File: src/rtl/utf8_stream_decoder.sv
// utf8_stream_decoder
//
// Streaming UTF-8 decoder with valid/ready handshakes on both sides. Each
// well-formed sequence yields one scalar value. Each maximal ill-formed
// subpart yields REPL with out_err set. A continuation byte outside the
// legal range for its position is not consumed. Instead, the prefix held so
// far is reported as an error, and that byte is re-evaluated as a lead on
// the following cycle.
//
// Parameters
//   STRICT    1: reject surrogates and values above U+10FFFF; 0: accept them
//   REPL      code point emitted for every error
//
// Ports
//   clk       rising-edge clock
//   rst       asynchronous, active-low reset
//   in_valid  byte available            in_ready  byte accepted this edge
//   in_data   byte                      in_last   final byte of the stream
//   out_valid result held               out_ready result consumed this edge
//   out_cp    scalar value or REPL      out_err   result is an error
//   out_len   bytes covered (1-4)       out_last  last result of the stream
//   err_count saturating error count since reset

module utf8_stream_decoder #(
  parameter bit          STRICT = 1'b1,
  parameter logic [20:0] REPL   = 21'h00FFFD
) (
  input  logic        clk,
  input  logic        rst,
  input  logic        in_valid,
  output logic        in_ready,
  input  logic [7:0]  in_data,
  input  logic        in_last,
  output logic        out_valid,
  input  logic        out_ready,
  output logic [20:0] out_cp,
  output logic        out_err,
  output logic [2:0]  out_len,
  output logic        out_last,
  output logic [15:0] err_count
);

  typedef enum logic {
    S_IDLE,
    S_ACC
  } state_t;

  localparam logic [7:0] CONT_LO = 8'h80;
  localparam logic [7:0] CONT_HI = 8'hBF;

  // Sequence state
  state_t      state_q, state_d;
  logic [1:0]  need_q, need_d;
  logic [20:0] acc_q, acc_d;
  logic [2:0]  len_q, len_d;
  logic [7:0]  lo_q, lo_d;
  logic [7:0]  hi_q, hi_d;

  // Output register
  logic        out_valid_q, out_valid_d;
  logic [20:0] out_cp_q, out_cp_d;
  logic        out_err_q, out_err_d;
  logic [2:0]  out_len_q, out_len_d;
  logic        out_last_q, out_last_d;
  logic [15:0] err_count_q, err_count_d;

  // Handshake
  logic slot_free;
  logic in_range;
  logic reject;
  logic accept;

  assign slot_free = ~out_valid_q | out_ready;
  assign in_range  = (in_data >= lo_q) && (in_data <= hi_q);
  assign reject    = (state_q == S_ACC) && in_valid && !in_range;
  assign in_ready  = slot_free && !reject;
  assign accept    = in_valid && in_ready;

  // Lead-byte classification: continuation count (0 = not a multi-byte
  // lead), payload bits, and the legal range of the first continuation byte.
  logic [1:0]  lead_need;
  logic [20:0] lead_acc;
  logic [7:0]  lead_lo;
  logic [7:0]  lead_hi;

  always_comb begin
    lead_need = 2'd0;
    lead_acc  = '0;
    lead_lo   = CONT_LO;
    lead_hi   = CONT_HI;
    if (in_data >= 8'hC2 && in_data <= 8'hDF) begin
      lead_need = 2'd1;
      lead_acc  = {16'd0, in_data[4:0]};
    end else if (in_data[7:4] == 4'hE) begin
      lead_need = 2'd2;
      lead_acc  = {17'd0, in_data[3:0]};
      if (in_data == 8'hE0) begin
        lead_lo = 8'hA0;
      end
      if (in_data == 8'hED && STRICT) begin
        lead_hi = 8'h9F;
      end
    end else if ((in_data >= 8'hF0 && in_data <= 8'hF4) ||
                 (!STRICT && in_data >= 8'hF5 && in_data <= 8'hF7)) begin
      lead_need = 2'd3;
      lead_acc  = {18'd0, in_data[2:0]};
      if (in_data == 8'hF0) begin
        lead_lo = 8'h90;
      end
      if (in_data == 8'hF4 && STRICT) begin
        lead_hi = 8'h8F;
      end
    end
  end

  // Next-state and emission logic
  logic        emit;
  logic [20:0] emit_cp;
  logic        emit_err;
  logic [2:0]  emit_len;
  logic        emit_last;
  logic [20:0] acc_shift;
  logic [2:0]  len_inc;

  assign acc_shift = {acc_q[14:0], in_data[5:0]};
  assign len_inc   = len_q + 3'd1;

  always_comb begin
    state_d   = state_q;
    need_d    = need_q;
    acc_d     = acc_q;
    len_d     = len_q;
    lo_d      = lo_q;
    hi_d      = hi_q;
    emit      = 1'b0;
    emit_cp   = '0;
    emit_err  = 1'b0;
    emit_len  = '0;
    emit_last = 1'b0;

    unique case (state_q)
      S_IDLE: begin
        if (accept) begin
          if (!in_data[7]) begin
            emit      = 1'b1;
            emit_cp   = {13'd0, in_data};
            emit_len  = 3'd1;
            emit_last = in_last;
          end else if (lead_need == 2'd0 || in_last) begin
            // Invalid lead, or a valid lead that ends the stream.
            emit      = 1'b1;
            emit_cp   = REPL;
            emit_err  = 1'b1;
            emit_len  = 3'd1;
            emit_last = in_last;
          end else begin
            state_d = S_ACC;
            need_d  = lead_need;
            acc_d   = lead_acc;
            len_d   = 3'd1;
            lo_d    = lead_lo;
            hi_d    = lead_hi;
          end
        end
      end

      S_ACC: begin
        if (accept) begin
          lo_d = CONT_LO;
          hi_d = CONT_HI;
          if (need_q == 2'd1) begin
            emit      = 1'b1;
            emit_cp   = acc_shift;
            emit_len  = len_inc;
            emit_last = in_last;
            state_d   = S_IDLE;
            need_d    = 2'd0;
            acc_d     = '0;
            len_d     = '0;
          end else if (in_last) begin
            emit      = 1'b1;
            emit_cp   = REPL;
            emit_err  = 1'b1;
            emit_len  = len_inc;
            emit_last = 1'b1;
            state_d   = S_IDLE;
            need_d    = 2'd0;
            acc_d     = '0;
            len_d     = '0;
          end else begin
            need_d = need_q - 2'd1;
            acc_d  = acc_shift;
            len_d  = len_inc;
          end
        end else if (reject && slot_free) begin
          // The offending byte stays on the input; its in_last belongs to
          // its own re-evaluation, so the prefix error never carries it.
          emit     = 1'b1;
          emit_cp  = REPL;
          emit_err = 1'b1;
          emit_len = len_q;
          state_d  = S_IDLE;
          need_d   = 2'd0;
          acc_d    = '0;
          len_d    = '0;
          lo_d     = CONT_LO;
          hi_d     = CONT_HI;
        end
      end

      default: begin
        state_d = S_IDLE;
        need_d  = 2'd0;
      end
    endcase
  end

  // Output register: every emission path above already implies slot_free.
  always_comb begin
    out_valid_d = out_valid_q;
    out_cp_d    = out_cp_q;
    out_err_d   = out_err_q;
    out_len_d   = out_len_q;
    out_last_d  = out_last_q;
    err_count_d = err_count_q;
    if (emit) begin
      out_valid_d = 1'b1;
      out_cp_d    = emit_cp;
      out_err_d   = emit_err;
      out_len_d   = emit_len;
      out_last_d  = emit_last;
      if (emit_err && err_count_q != 16'hFFFF) begin
        err_count_d = err_count_q + 16'd1;
      end
    end else if (out_ready) begin
      out_valid_d = 1'b0;
    end
  end

  always_ff @(posedge clk or negedge rst) begin
    if (!rst) begin
      state_q     <= S_IDLE;
      need_q      <= 2'd0;
      acc_q       <= '0;
      len_q       <= '0;
      lo_q        <= CONT_LO;
      hi_q        <= CONT_HI;
      out_valid_q <= 1'b0;
      out_cp_q    <= '0;
      out_err_q   <= 1'b0;
      out_len_q   <= '0;
      out_last_q  <= 1'b0;
      err_count_q <= '0;
    end else begin
      state_q     <= state_d;
      need_q      <= need_d;
      acc_q       <= acc_d;
      len_q       <= len_d;
      lo_q        <= lo_d;
      hi_q        <= hi_d;
      out_valid_q <= out_valid_d;
      out_cp_q    <= out_cp_d;
      out_err_q   <= out_err_d;
      out_len_q   <= out_len_d;
      out_last_q  <= out_last_d;
      err_count_q <= err_count_d;
    end
  end

  assign out_valid = out_valid_q;
  assign out_cp    = out_cp_q;
  assign out_err   = out_err_q;
  assign out_len   = out_len_q;
  assign out_last  = out_last_q;
  assign err_count = err_count_q;

endmodule

File: config.mk
export PLATFORM = sky130hd
export DESIGN_NAME = utf8_stream_decoder
export DESIGN_NICKNAME = d
export VERILOG_FILES = /design/src/rtl/utf8_stream_decoder.sv
export SDC_FILE = /design/constraint.sdc
export NUM_CORES = 1
export LEC_CHECK = 0
export CAP_MARGIN = 10
export CORE_MARGIN = 2
export CORE_UTILIZATION = 48
export CTS_CLUSTER_DIAMETER = 40
export CTS_CLUSTER_SIZE = 30
export DETAILED_ROUTE_END_ITERATION = 10
export GPL_ROUTABILITY_DRIVEN = 1
export GPL_TIMING_DRIVEN = 0
export PLACE_DENSITY_LB_ADDON = 0.3
export SYNTH_ARGS = -nofsm -noshare
export SYNTH_HDL_FRONTEND = slang
export SYNTH_SLANG_ARGS = --single-unit
File: constraint.sdc
create_clock -name clk -period 2.3 [get_ports clk]
set_input_delay 0.46 -clock clk [delete_from_list [all_inputs] [get_ports clk]]
set_output_delay 0.46 -clock clk [all_outputs]
set_load 0.01 [all_outputs]
==> flow_summary.yaml <==
status:
  outcome: "finished, violations left"
  violations: "negative setup slack"
critical_path:
  startpoint_type: "register"
  worst-r2r-setup-slack_ns: -0.17
  critPathArrivalTime_ns: 2.70
  cp_endpoint_kind: "register"
  slowest_stage: "sky130_fd_sc_hd__dfstp_2"
  worst-path-max-fanout: 5
  worstPathCellList: "inv_2 -> ha_4 -> a211o_1 -> nand2_2 -> o22a_1 -> buf_6 -> a31oi_4 -> o21ai_4 -> buf_12 -> buf_6 -> a211o_1"
  critPathRequiredTime_ns: 2.53
  worst_stage_delay_on_the_critical_path_ns: 0.53
  timing_worst_setup_path_type: "register to register"
yosys:
  synth.area.mux_share_pct: 0.3380
  postSynthRegisterBits: 68
  synth_compound_area_share_pct: 23.70
  synth_xor_area_share_pct: 3.943
  synth.lib_cells_used.distinct: 56
  netlist_instances: 300
  ys_top_cells_by_count: "66 x sky130_fd_sc_hd__dfrtp_1, 23 x sky130_fd_sc_hd__nand2_1, 20 x sky130_fd_sc_hd__a22o_1"
  cell_taking_the_most_area_after_synthesis: "sky130_fd_sc_hd__dfrtp_1"
  ys_top_cells_by_area: "sky130_fd_sc_hd__dfrtp_1 50%, sky130_fd_sc_hd__a22o_1 5.3%, sky130_fd_sc_hd__xnor2_1 3.9%"
  basic_gate_share_of_the_synthesized_area_counting_and_or_nand_and_nor_cells_pct: 14.42
  yosys.area_share.adder_pct: 2.629
  synthesis.area_per_instance_sq_um: 11.11
  proportion_of_synthesized_flip_flops_having_asynchronous_set_or_reset_pct: 100.0
  post-synth-top-area-fraction_pct: 49.57
  seq_area_frac_synth_pct: 51.15
  number_of_nets_in_the_synthesized_netlist: 320
  synth_top_family_by_area: "compound AO/OA/AOI/OAI gates"
  number_of_synthesized_flops_with_an_enable_pin: 0
  synth-warning-count: 0
  synth_area_sq_um: 3332
  synth_most_common_cell: "sky130_fd_sc_hd__dfrtp_1"
  ys_dominant_reg_cell: "sky130_fd_sc_hd__dfrtp_1"
die:
  rows: 30
  core_outline_area_sq_um: 6756
  die_area_sq_um: 7624
  num_io_pins: 57
  die_height_um: 87.32
  initial_core_util_pct: 49.31
  die_extent_in_x_um: 87.32
sta:
  fmax_ghz: 0.4056
  finalMaxSlewViolations: 0
  max_slew.worst_pin.slew_ns: 0.8507
  slew_headroom_pct: 43.29
  hold_viol: 0
  final.setup.worst_slack_ns: -0.1656
  rsz_0062_raised_after_global_routing: "true"
  final_min_period_over_clock_period_pct: 107.2
  fin_crit_ns: 2.466
  final_setup_skew_ns: 0.01131
  setup_viol_count_final: 22
clock_network:
  clkTransAtPathRegs_ns: 0.07
  numClockSinks: 68
  root_buffer: "sky130_fd_sc_hd__clkbuf_8"
  clock_tree.htree_level_count: 3
  max-clock-path-buffers: 2
  later_pin_clock_latency_in_the_skew_report_ns: 0.35
  cts_tree: "built"
  cts_hold_repair.buffers: 0
  cts_buffers: 9
final_layout:
  fill_cells: 517
  num-nets-final: 401
  syn_to_final_growth_pct: 36.46
  final-instance-count-excl-fill: 466
  antenna_cells: 0
  final_layout_size_suffix_gt1_share_pct: 22.54
pwr:
  post-layout-total-power_mw: 4.456
  power.density_nw_per_um2: 979.9
  vdd_ir_drop_max_uv: 816.8
  cellLeakagePower_nw: 1.972
drt:
  first_iter_violations: 193
  drt_pre_antenna_iters: 4
  via_per_inst: 6.041
  drcViolationCount: 0
  wl_per_cell_um: 18.59
  antenna_violating_nets_post_route: 0
  dr_total_vias: 2815
  drt-total-wl_um: 8663
placed_design:
  detailedPlacementHpwl_um: 5311
  dpl.cell_count: 433
  place.port_buffers: 53
  globalplace.congestion: 0.8623
hold_path:
  worst_hold_path_type: "primary input to async pin"
global_route:
  number_of_antenna_violations_at_the_first_check_in_global_routing: 0
  grt-ovfl-total: 0
  number_of_global_route_vias_before_repair: 2767
  gr_usage_total_pct: 23.44
  maximum_number_of_pins_on_one_net_before_global_route_repair: 69
  global_route_wire_length_before_repair_um: 13830
job:
  drv.max_cap_violation_count: 0
## stage by stage
stage                     worst slack, ns  hold WS [ns]  utilization, %  TNS (ns)  instance area [sq um]
after floorplan                    0.1033        0.1644               -         0                   3332
after global placement             -1.490        0.4671           58.65   -143.05                   3963
after detailed placement           -1.119        0.4704           58.61    -44.63                   3960
after CTS                         -0.2274        0.2565           65.30    -2.702                   4412
after global routing              -0.2469        0.2881           67.30    -4.558                   4547
final                             -0.1656        0.2093           67.30    -2.259                   4547
## critical path, delay by kind of cell, from the launching register on
family | cells | cell delay, ns
and+or+nand+nor | 1 | 0.09
DFF | 1 | 0.53
adders and majority gates | 1 | 0.28
buffers and inverters | 4 | 0.44
AOI/OAI and AO/OA | 5 | 1.00
## cells by family after synthesis
family                     after synthesis
and+or+nand+nor                         85
xor gates and xnor gates                15
buffers and inverters                   26
adders and majority gates                7
muxes                                    1
DFF                                     68
AOI/OAI and AO/OA                       98
## final timing paths
check,from,to,cells past startpoint
max,hi_q[5]$_DFFE_PN1P_,out_cp[14]$_DFFE_PN0P_,11
min,rst,err_count[11]$_DFFE_PN0P_,1
max reg2reg,hi_q[5]$_DFFE_PN1P_,out_cp[14]$_DFFE_PN0P_,11
min reg2reg,lo_q[4]$_DFFE_PN0P_,lo_q[4]$_DFFE_PN0P_,2
max in group asynchronous,rst,out_cp[7]$_DFFE_PN0P_,1
min in group clk,in_data[3],acc_q[3]$_DFFE_PN0P_,3
## cells in the final DEF, fill, tap and decap left out, types with 3 or more instances in the layout
master	Yosys	layout
sky130_fd_sc_hd__nand2b_1	4	4
sky130_fd_sc_hd__nor2_1	10	10
sky130_fd_sc_hd__nor3_1	4	3
sky130_fd_sc_hd__buf_6	1	11
sky130_fd_sc_hd__ha_1	7	5
sky130_fd_sc_hd__dfrtp_1	66	66
sky130_fd_sc_hd__o21ai_4	0	3
sky130_fd_sc_hd__o21ai_0	6	6
sky130_fd_sc_hd__buf_2	9	7
sky130_fd_sc_hd__o21a_1	10	9
sky130_fd_sc_hd__buf_4	3	10
sky130_fd_sc_hd__clkbuf_8	0	9
sky130_fd_sc_hd__a31oi_1	4	3
sky130_fd_sc_hd__inv_1	10	7
sky130_fd_sc_hd__nand4_1	10	10
sky130_fd_sc_hd__clkbuf_1	3	3
sky130_fd_sc_hd__inv_2	0	3
sky130_fd_sc_hd__a211o_1	10	10
sky130_fd_sc_hd__and4_1	3	3
sky130_fd_sc_hd__bufinv_16	0	3
sky130_fd_sc_hd__and3_1	8	8
sky130_fd_sc_hd__a21o_1	4	4
sky130_fd_sc_hd__xnor2_1	15	15
sky130_fd_sc_hd__nand3_1	8	7
sky130_fd_sc_hd__o22a_1	6	6
sky130_fd_sc_hd__a21oi_1	13	10
sky130_fd_sc_hd__clkdlybuf4s50_1	0	46
sky130_fd_sc_hd__nand2_1	23	21
sky130_fd_sc_hd__a22o_1	20	20
## registers in the layout (all words and copies together) (netlist names), 2 cells and up
name,count
lo_q,2
len_q,3
err_count,16
acc_q,15
out_cp,21
need_q,2
out_len,3
hi_q,2
## per-layer routing
| metal | vias to the layer above | part of all wire, % | global-route usage, % |
|---|---|---|---|
| met5 | - | 0 | 0 |
| met4 | 0 | 1.2 | 6.154 |
| met3 | 12 | 4.4 | 5.592 |
| met2 | 95 | 51 | 39.46 |
| met1 | 1412 | 43 | 30.36 |
| li1 | 1296 | - | - |
## repair_timing
action / 4_1_cts / 5_1_grt
pin swaps: 26 / 20
resized for setup: 41 / 25
gates cloned: 1 / 3
endpoints found under the setup margin: 67 / 66
hold endpoints to repair: 0 / 0
setup buffers: 9 / 5
## layout make-up
type	count	area (sq um)	area share, %
repair buffers	69	678.2	14.91
well taps	80	100.1	2.201
flip-flops and latches	68	1704	37.48
plain buffers	16	117.6	2.587
inverters	10	37.54	0.8255
multi-input cells	207	1669	36.71
clock inverters	6	112.6	2.477
clock buffers	10	127.6	2.807
## where the power goes
part / internal (mW) / total, mW / switching, mW / leakage [nW]
clock network: 0.722 / 1.19 / 0.471 / 0.120
registers: 1.47 / 1.68 / 0.210 / 0.876
logic: 0.808 / 1.58 / 0.776 / 0.976
total: 3.00 / 4.46 / 1.46 / 1.97
Power figures use the tool's default switching activity.
